==> src/rtl/ofdm_pkg.sv <==
// Shared definitions for the OFDM symbol mapper.
// Holds the bin classification enum, the pilot-sign LFSR constants and the
// helpers that place the active band around the DC bin.
package ofdm_pkg;

    typedef enum logic [1:0] {
        BIN_NULL  = 2'd0,
        BIN_PILOT = 2'd1,
        BIN_DATA  = 2'd2
    } bin_class_e;

    // Pilot-sign PRBS: Fibonacci LFSR x^11 + x^9 + 1
    localparam int unsigned LFSR_W      = 11;
    localparam int unsigned LFSR_TAP_HI = 10;   // x^11 term
    localparam int unsigned LFSR_TAP_LO = 8;    // x^9 term

    // DC bin
    function automatic int unsigned bin_mid(input int unsigned ofdm_size);
        return ofdm_size / 2;
    endfunction

    // Lowest active bin
    function automatic int unsigned bin_left(input int unsigned ofdm_size,
                                             input int unsigned num_carrier);
        return (ofdm_size / 2) - (num_carrier / 2);
    endfunction

    // Highest active bin
    function automatic int unsigned bin_right(input int unsigned ofdm_size,
                                              input int unsigned num_carrier);
        return (ofdm_size / 2) + (num_carrier / 2);
    endfunction

endpackage

==> src/rtl/ofdm_pilot_prbs.sv <==
// Pilot sign generator: 11-bit Fibonacci LFSR, sign taken from bit 0.
// Ports:
//   clk, res_n  clock, asynchronous active-low reset (loads SEED)
//   reload      load SEED on the next edge (wins over advance)
//   advance     step the LFSR once on the next edge
//   sign        current pilot sign (1 = negative pilot)
module ofdm_pilot_prbs
    import ofdm_pkg::*;
#(
    parameter logic [LFSR_W-1:0] SEED = 11'h7FF
) (
    input  logic clk,
    input  logic res_n,
    input  logic reload,
    input  logic advance,
    output logic sign
);

    logic [LFSR_W-1:0] lfsr_q;
    logic [LFSR_W-1:0] lfsr_d;

    // Next LFSR state
    always_comb begin
        lfsr_d = lfsr_q;
        if (reload) begin
            lfsr_d = SEED;
        end else if (advance) begin
            lfsr_d = {lfsr_q[LFSR_W-2:0], lfsr_q[LFSR_TAP_HI] ^ lfsr_q[LFSR_TAP_LO]};
        end
    end

    // LFSR register
    always_ff @(posedge clk or negedge res_n) begin
        if (!res_n) begin
            lfsr_q <= SEED;
        end else begin
            lfsr_q <= lfsr_d;
        end
    end

    assign sign = lfsr_q[0];

endmodule

==> src/rtl/ofdm_symbol_mapper.sv <==
// OFDM symbol mapper: walks the IFFT bins of each symbol in order and emits
// null bins, BPSK pilots (PRBS sign) or QAM data from the input stream.
// Ports:
//   clk, res_n            clock, asynchronous active-low reset
//   en                    global enable, 0 freezes all state
//   preamble              1 = next symbol is all pilots (sampled at bin 0)
//   qam_valid/qam_ready   QAM input handshake (qam_ready is combinational)
//   qam_i, qam_q          signed QAM sample
//   out_valid/out_ready   bin output handshake towards the IFFT
//   out_i, out_q          signed bin value
//   out_index             bin number
//   out_sop, out_eop      first / last bin of the symbol
module ofdm_symbol_mapper
    import ofdm_pkg::*;
#(
    parameter int unsigned       OFDM_SIZE     = 1024,
    parameter int unsigned       NUM_CARRIER   = 824,
    parameter int unsigned       DW            = 16,
    parameter int unsigned       PILOT_SPACING = 12,
    parameter logic [DW-1:0]     PILOT_AMP     = {1'b0, {(DW-1){1'b1}}},
    parameter logic [LFSR_W-1:0] LFSR_SEED     = 11'h7FF
) (
    input  logic                         clk,
    input  logic                         res_n,
    input  logic                         en,
    input  logic                         preamble,
    input  logic                         qam_valid,
    output logic                         qam_ready,
    input  logic signed [DW-1:0]         qam_i,
    input  logic signed [DW-1:0]         qam_q,
    output logic                         out_valid,
    input  logic                         out_ready,
    output logic signed [DW-1:0]         out_i,
    output logic signed [DW-1:0]         out_q,
    output logic [$clog2(OFDM_SIZE)-1:0] out_index,
    output logic                         out_sop,
    output logic                         out_eop
);

    localparam int unsigned IDXW = $clog2(OFDM_SIZE);
    localparam int unsigned SPW  = $clog2(PILOT_SPACING);

    localparam logic [IDXW-1:0] MID_IDX   = IDXW'(bin_mid(OFDM_SIZE));
    localparam logic [IDXW-1:0] LEFT_IDX  = IDXW'(bin_left(OFDM_SIZE, NUM_CARRIER));
    localparam logic [IDXW-1:0] RIGHT_IDX = IDXW'(bin_right(OFDM_SIZE, NUM_CARRIER));
    localparam logic [IDXW-1:0] LAST_IDX  = IDXW'(OFDM_SIZE - 1);
    localparam logic [SPW-1:0]  SPC_LAST  = SPW'(PILOT_SPACING - 1);
    localparam logic [DW-1:0]   PILOT_NEG = ~PILOT_AMP + DW'(1);

    // Bin walk state
    logic [IDXW-1:0] bin_cnt, bin_nxt;
    logic [SPW-1:0]  spc_cnt, spc_nxt;
    logic            pre_lat, pre_nxt;

    // Output register next values
    logic            valid_nxt;
    logic [DW-1:0]   i_nxt, q_nxt;
    logic [IDXW-1:0] index_nxt;
    logic            sop_nxt, eop_nxt;

    logic       is_active;
    bin_class_e bin_class;
    logic       slot_free;
    logic       fire;
    logic       pilot_sign;

    // Classify the bin about to be emitted; bin 0 is always null, so the
    // latched preamble flag is valid for every bin that can be active.
    always_comb begin
        is_active = (bin_cnt >= LEFT_IDX) && (bin_cnt <= RIGHT_IDX) && (bin_cnt != MID_IDX);
        bin_class = BIN_NULL;
        if (is_active) begin
            if (pre_lat || (spc_cnt == '0)) begin
                bin_class = BIN_PILOT;
            end else begin
                bin_class = BIN_DATA;
            end
        end
    end

    assign slot_free = !out_valid || out_ready;
    assign qam_ready = en && slot_free && (bin_class == BIN_DATA);
    assign fire      = en && slot_free && ((bin_class != BIN_DATA) || qam_valid);

    ofdm_pilot_prbs #(
        .SEED (LFSR_SEED)
    ) u_prbs (
        .clk     (clk),
        .res_n   (res_n),
        .reload  (fire && (bin_cnt == '0)),
        .advance (fire && (bin_class == BIN_PILOT)),
        .sign    (pilot_sign)
    );

    // Next state: emit one bin per fire, otherwise hold or drain the slot
    always_comb begin
        bin_nxt   = bin_cnt;
        spc_nxt   = spc_cnt;
        pre_nxt   = pre_lat;
        valid_nxt = out_valid;
        i_nxt     = out_i;
        q_nxt     = out_q;
        index_nxt = out_index;
        sop_nxt   = out_sop;
        eop_nxt   = out_eop;

        if (fire) begin
            bin_nxt = IDXW'(bin_cnt + 1'b1);
            if (bin_cnt == '0) begin
                pre_nxt = preamble;
            end
            // Spacing counter restarts each symbol so ordinal 0 lands on LEFT_IDX
            if (bin_cnt == LAST_IDX) begin
                spc_nxt = '0;
            end else if (is_active) begin
                spc_nxt = (spc_cnt == SPC_LAST) ? '0 : SPW'(spc_cnt + 1'b1);
            end

            valid_nxt = 1'b1;
            index_nxt = bin_cnt;
            sop_nxt   = (bin_cnt == '0);
            eop_nxt   = (bin_cnt == LAST_IDX);
            unique case (bin_class)
                BIN_PILOT: begin
                    i_nxt = pilot_sign ? PILOT_NEG : PILOT_AMP;
                    q_nxt = '0;
                end
                BIN_DATA: begin
                    i_nxt = qam_i;
                    q_nxt = qam_q;
                end
                default: begin
                    i_nxt = '0;
                    q_nxt = '0;
                end
            endcase
        end else if (en && out_ready) begin
            valid_nxt = 1'b0;
        end
    end

    // State and output registers
    always_ff @(posedge clk or negedge res_n) begin
        if (!res_n) begin
            bin_cnt   <= '0;
            spc_cnt   <= '0;
            pre_lat   <= 1'b0;
            out_valid <= 1'b0;
            out_i     <= '0;
            out_q     <= '0;
            out_index <= '0;
            out_sop   <= 1'b0;
            out_eop   <= 1'b0;
        end else begin
            bin_cnt   <= bin_nxt;
            spc_cnt   <= spc_nxt;
            pre_lat   <= pre_nxt;
            out_valid <= valid_nxt;
            out_i     <= i_nxt;
            out_q     <= q_nxt;
            out_index <= index_nxt;
            out_sop   <= sop_nxt;
            out_eop   <= eop_nxt;
        end
    end

endmodule

==> config.mk <==
export PLATFORM = sky130hd
export DESIGN_NAME = ofdm_symbol_mapper
export DESIGN_NICKNAME = d
export VERILOG_FILES = /design/src/rtl/ofdm_pkg.sv /design/src/rtl/ofdm_pilot_prbs.sv /design/src/rtl/ofdm_symbol_mapper.sv
export SDC_FILE = /design/constraint.sdc
export NUM_CORES = 1
export LEC_CHECK = 0
export ABC_AREA = 1
export CAP_MARGIN = 0
export CORE_MARGIN = 2
export CORE_UTILIZATION = 46
export CTS_BUF_LIST = sky130_fd_sc_hd__clkbuf_4 sky130_fd_sc_hd__clkbuf_8
export CTS_CLUSTER_DIAMETER = 100
export DETAILED_ROUTE_END_ITERATION = 16
export MAX_ROUTING_LAYER = met4
export PLACE_DENSITY = 0.79
export SYNTH_ARGS = -nofsm -noshare
export SYNTH_HDL_FRONTEND = slang
export SYNTH_SLANG_ARGS = --single-unit
==> constraint.sdc <==
create_clock -name clk -period 1.7 [get_ports clk]
set_input_delay 0.17 -clock clk [delete_from_list [all_inputs] [get_ports clk]]
set_output_delay 0.17 -clock clk [all_outputs]
set_load 0.01 [all_outputs]
[Word level (Yosys, flattened, before mapping)]
Cells that the tools add are included.
Word-level totals
  logic and storage cells: 52
  register bits after elaboration: 71
  output and inout bits: 46
Operators by class
  mux-type cells: 12
  bitwise gates (word level): 1
  equal/unequal tests: 6
  reduce and logical (&&, ||, !) cells: 19
  add/sub/neg operators: 2
  magnitude comparators: 2
Operators by type and width (count)
  $mux 16: 2
  $pmux 16 s2: 1
  $mux 11: 2
  $mux 4: 3
  $add 10x1->10 const B: 1
  $eq 10x10->1 const B: 1
  $ge 10x7->1 const B: 1
  $le 10x10->1 const B: 1
  $logic_not 10->1: 1
  $ne 10x10->1 const B: 1
  $logic_and 1x1->1: 8
  $reduce_bool 2->1: 3
  $add 4x1->4 const B: 1
  $eq 4x4->1 const B: 1
  $logic_not 4->1: 1
  $mux 2: 2
  $reduce_and 2->1: 2
  $logic_or 1x1->1: 3
  $eq 2x1->1 const B: 1
  $eq 2x2->1 const B: 1
  $mux 1: 2
  $ne 2x2->1 const B: 1
  $logic_not 1->1: 1
  $xor 1x1->1: 1

[Depth between registers and ports, before layout]
  depth after elaboration: 10
  depth in mapped cells: 13
  depth with buffers taken out: 12

[Hierarchy]
A second synthesis with hierarchy kept.
Second synthesis, totals
  cell total of the unflattened synthesis: 424
  area, all modules: 3390.8 µm²
By module, submodules not included
  ofdm_symbol_mapper: instances 1, area an instance 2930.3 µm², cells each 374, seq. area each 1501.4 µm²
  ofdm_pilot_prbs: instances 1, area an instance 460.4 µm², cells each 50, seq. area each 289.0 µm²

[Worst setup path before layout]
OpenSTA, ideal clock, no wires.
  path kind: register -> register
  start: reg bin_cnt[0]
  end: reg out_q[10]
  arrival: 1.627 ns
  buffers on the path: 1
  setup time: 0.118 ns
  cell stages (with the launch flop): 12
  path slack: -0.045 ns
  data required time: 1.582 ns
  cells stage by stage: dfrtp_1 inv_1 ha_1 inv_1 nand4_1 a21boi_1 nor2_4 nand3_1 clkinv_1 buf_2 nand3_1 nand2_1
Between the ends
  longest elaborated chain between the ends: 7
  elaborated cells between the ends (all ways): 11
  classes of those cells: order compare: 2; eq/ne: 3; mux: 2; reduce/logical: 4
RTL lines
  start, declared: line ofdm_symbol_mapper.sv:51  | logic [IDXW-1:0] bin_cnt, bin_nxt;
  start signal, assigned: line ofdm_symbol_mapper.sv:155  | bin_cnt <= bin_nxt;
  $ge 10x7->1 / $le 10x10->1 (equally long branches): line ofdm_symbol_mapper.sv:70  | is_active = (bin_cnt >= LEFT_IDX) && (bin_cnt <= RIGHT_IDX) && (bin_cnt != MID_IDX);
  $logic_and 1x1->1: line ofdm_symbol_mapper.sv:70
  $logic_and 1x1->1 (*): line ofdm_symbol_mapper.sv:70
  $mux 2 (*): line ofdm_symbol_mapper.sv:72  | if (is_active) begin
  $ne 2x2->1: line ofdm_symbol_mapper.sv:83  | assign fire = en && slot_free && ((bin_class != BIN_DATA) || qam_valid);
  $logic_or 1x1->1: line ofdm_symbol_mapper.sv:83
  $logic_and 1x1->1: line ofdm_symbol_mapper.sv:83
  end signal, assigned: line ofdm_symbol_mapper.sv:160  | out_q <= q_nxt;
  end, declared: line ofdm_symbol_mapper.sv:34  | output logic signed [DW-1:0] out_q,
Every way passes the cells marked *; elsewhere a longest branch is shown, timed or not.
A chain may end at the register's enable or synchronous reset.

[Worst setup path after layout]
  start: reg bin_cnt[0]
  end: out qam_ready
Between the ends
  longest elaborated chain between the ends: 6
  elaborated cells between the ends (all ways): 8
  classes of those cells: order compare: 2; eq/ne: 2; mux: 1; reduce/logical: 3
RTL lines
  $ge 10x7->1 / $le 10x10->1 (equally long branches): line ofdm_symbol_mapper.sv:70
  $logic_and 1x1->1: line ofdm_symbol_mapper.sv:70
  $logic_and 1x1->1 (*): line ofdm_symbol_mapper.sv:70
  $mux 2 (*): line ofdm_symbol_mapper.sv:72
  $eq 2x2->1 (*): line ofdm_symbol_mapper.sv:82  | assign qam_ready = en && slot_free && (bin_class == BIN_DATA);
  $logic_and 1x1->1 (*): line ofdm_symbol_mapper.sv:82
  end, declared: line ofdm_symbol_mapper.sv:28  | output logic qam_ready,
Marks and branches as above.

==> results <==
[timing repair]
item | in CTS | in global routing
setup buffers | 11 | 9
hold buffers | 1 | 0
hold endpoints to repair | 60 | 0
cloned | 1 | 3
resized for setup | 37 | 71
setup endpoints to repair | 72 | 72
pin swaps | 10 | 11
[cells in the final DEF, fill, tap and decap left out, types with 2 or more instances in the layout]
cell	count
ha_4	2
nor2_4	3
nand3_4	4
buf_4	56
nand3_1	45
buf_12	5
nand2_2	27
o21ai_0	6
buf_6	7
nand4_1	6
o21ai_2	2
inv_1	28
ha_1	2
nand2_4	7
nand3_2	4
dfrtp_1	58
o21ai_1	19
nand2_1	152
inv_2	6
xor2_1	8
bufinv_16	2
clkdlybuf4s50_1	81
dfrtp_2	2
nor2_1	9
dfstp_2	11
nor2_2	2
clkbuf_8	12
[kinds of logic (layout without fill, tap and decap cells)]
logic type               after synthesis  after routing
AO/OA/AOI/OAI                         30             30
buffers and inverters                 57            207
AND/OR/NAND/NOR                      259            261
adder cells (fa/ha/maj)                4              4
XOR/XNOR                               9              9
flip-flops                            71             71
[cells in the mapped netlist]
cell | count | area, sq um
a21boi_1 | 1 | 7.51
a31oi_4 | 1 | 21.3
buf_1 | 2 | 7.51
buf_2 | 8 | 40.0
buf_4 | 2 | 15.0
buf_6 | 5 | 56.3
clkbuf_1 | 2 | 7.51
clkbuf_2 | 1 | 5.00
clkinv_1 | 2 | 7.51
dfrtp_1 | 60 | 1500
dfstp_2 | 11 | 289
ha_1 | 4 | 50.1
inv_1 | 32 | 120
inv_2 | 3 | 11.3
nand2_1 | 185 | 694
nand2_4 | 1 | 11.3
nand3_1 | 50 | 250
nand3_4 | 2 | 35.0
nand4_1 | 6 | 37.5
nor2_1 | 13 | 48.8
nor2_4 | 1 | 11.3
nor3_1 | 1 | 5.00
o211ai_1 | 1 | 7.51
o21ai_0 | 26 | 130
o21ai_1 | 1 | 5.00
xnor2_1 | 1 | 8.76
xor2_1 | 8 | 70.1
[power by group]
group          internal [mW]  switching (mW)  leakage, nW
Sequential              1.87           0.131        0.933
Clock                  0.949           0.670        0.119
Combinational          0.817           0.842         1.68
[path summary, 6_finish.rpt]
path	start	to	cells past startpoint
max in group asynchronous	res_n	u_prbs.lfsr_q[7]	3
max	bin_cnt[0]	qam_ready	9
min	res_n	bin_cnt[9]	3
max reg2reg	bin_cnt[0]	out_i[6]	12
min reg2reg	out_q[8]	out_q[8]	2
min in group clk	qam_q[1]	out_q[1]	3
[worst min-delay path, delay by kind of cell]
kind	cells	cell delay, ns
buf+inv	3	0.95
[layer usage]
layer  routed length [um]  share of wire (%)
met1                 4150                 39
met5                    0                  0
met3                  595                5.6
met2                 5520                 52
met4                  291                2.8
[sequential cells by signal, summed over array words and instances (netlist names), 4 cells and up]
| signal | cells |
|---|---|
| spc_cnt | 4 |
| out_q | 16 |
| out_index | 10 |
| bin_cnt | 10 |
| out_i | 16 |
| u_prbs.lfsr_q | 11 |
[final cells by class]
cell class                 instances  share of cell area [%]
tap                               99                    2.28
inverter                          37                    2.74
clock buffer                      12                    3.04
sequential                        71                    33.0
clock inverter                     4                    1.40
timing repair buffer             154                    27.4
multi-input combinational        304                    30.2
==> results.toml <==
[setup_path]
critPathTopFamily = "flip-flops"
endpoint_kind = "output pin"
cp_data_arrival_time_ns = 1.69
rrSetupSlack_ns = -0.14
cp.required_ns = 1.53
path_cells = "inv_2 -> ha_4 -> inv_2 -> nand4_1 -> a21boi_4 -> nor2_4 -> nand3_2 -> inv_4 -> buf_6"
startpoint_type = "flip-flop"
slowest_stage = "dfrtp_1"
cpMostUsedCell = "inv_2"
critical_path.max_fanout = 3
max_stage_delay_ns = 0.38
critPathKind = "flip-flop to output pin"
crit_buf_inv = 4

[synthesis]
yosys_warnings = 0
synthAdderAreaFrac_pct = 1.45
syn_nets = 472
synth.avg_cell_area_sq_um = 8.03
synth.distinct_cells = 27
ys_ff_latch = 71
synth_top_family_by_area = "simple AND/OR/NAND/NOR gates"
synth-simple-area-share_pct = 31.7
synth_area_sq_um = 3450
syn-instance-count = 430
synth_compound_area_share_pct = 4.96
synthMuxAreaShare_pct = 0
ys_seq_area_share_pct = 51.8
synth-xor-area-share_pct = 2.28

[timing]
min_period_ns = 1.86
timing.setup.tns_ns = -8.23
period_share_pct = 109
fmax_ghz = 0.537
setup_violations = 72
holdWs_ns = 0.359
worst_slew_pin_slew_ns = 0.393
rsz0062_at_grt = "true"
hold_violations = 0
final_max_slew_viol_count = 0
fin_ws_ns = -0.161
skew_ns = 0.0106
relSlewSlack_pct = 73.7

[cells_and_area]
stdcell_area_sq_um = 5440
layout-drive-gt1-share_pct = 28.0
final_util_pct = 75.0
instances_no_fill = 681
regArea_sq_um = 1790
n_antenna_cell = 0
nFillCells = 506
area_growth_pct = 57.5
multi_input_area_sq_um = 1640
fin_nets = 619

[route]
ant_nets = 0
vias = 3473
wl_um = 10600
vias_per_cell = 5.10
drcViolationCount = 0
wl_per_cell_um = 15.5
drt_pre_antenna_iters = 4
drtIter0Drc = 213

[die]
start_util_pct = 47.6
die_h_um = 90.7
core_area_sq_um = 7250
dieArea_sq_um = 8220
rows = 31
die_w_um = 90.7
io_pins = 84

[job]
drv_cap = 0

[clock_network]
clk_pin_slew_ns = 0.08
clock_latency_ns = 0.35
htreeDepth = 3
clockBufferDepth = 2
clock_sinks = 71
cts_tree = "yes"
cts_buffers = 9
cts_root_buf = "clkbuf_8"

[grt]
grt_use_met3_pct = 6.68
grt_max_degree = 72
antenna_found_initial = 0
grt.met1_usage_pct = 29.3
grt_pass1_vias = 3608
grt_pass1_wl_um = 16000
grt_usage_pct = 25.0
met2_usage_pct = 41.0
top_usage_layer = "met2"
grt_overflow = 0

[place]
dpl-instance-area_sq_um = 4690
gp_congestion = 0.858
hpwl_um = 6200
dp_cells = 640
port_buffers = 83
pre_cts_ws_ns = -0.256

[status]
violations = "setup timing"
status = "finished with violations"

[min_path]
worstHoldPathType = "input pin to async pin"

[power_and_ir_drop]
total_power_mw = 5.28
p_leak_nw = 2.73
p_per_area_nw_per_um2 = 971
ir_worst_vdd_mv = 0.495
No activity file was read; power rests on OpenSTA's default activity.
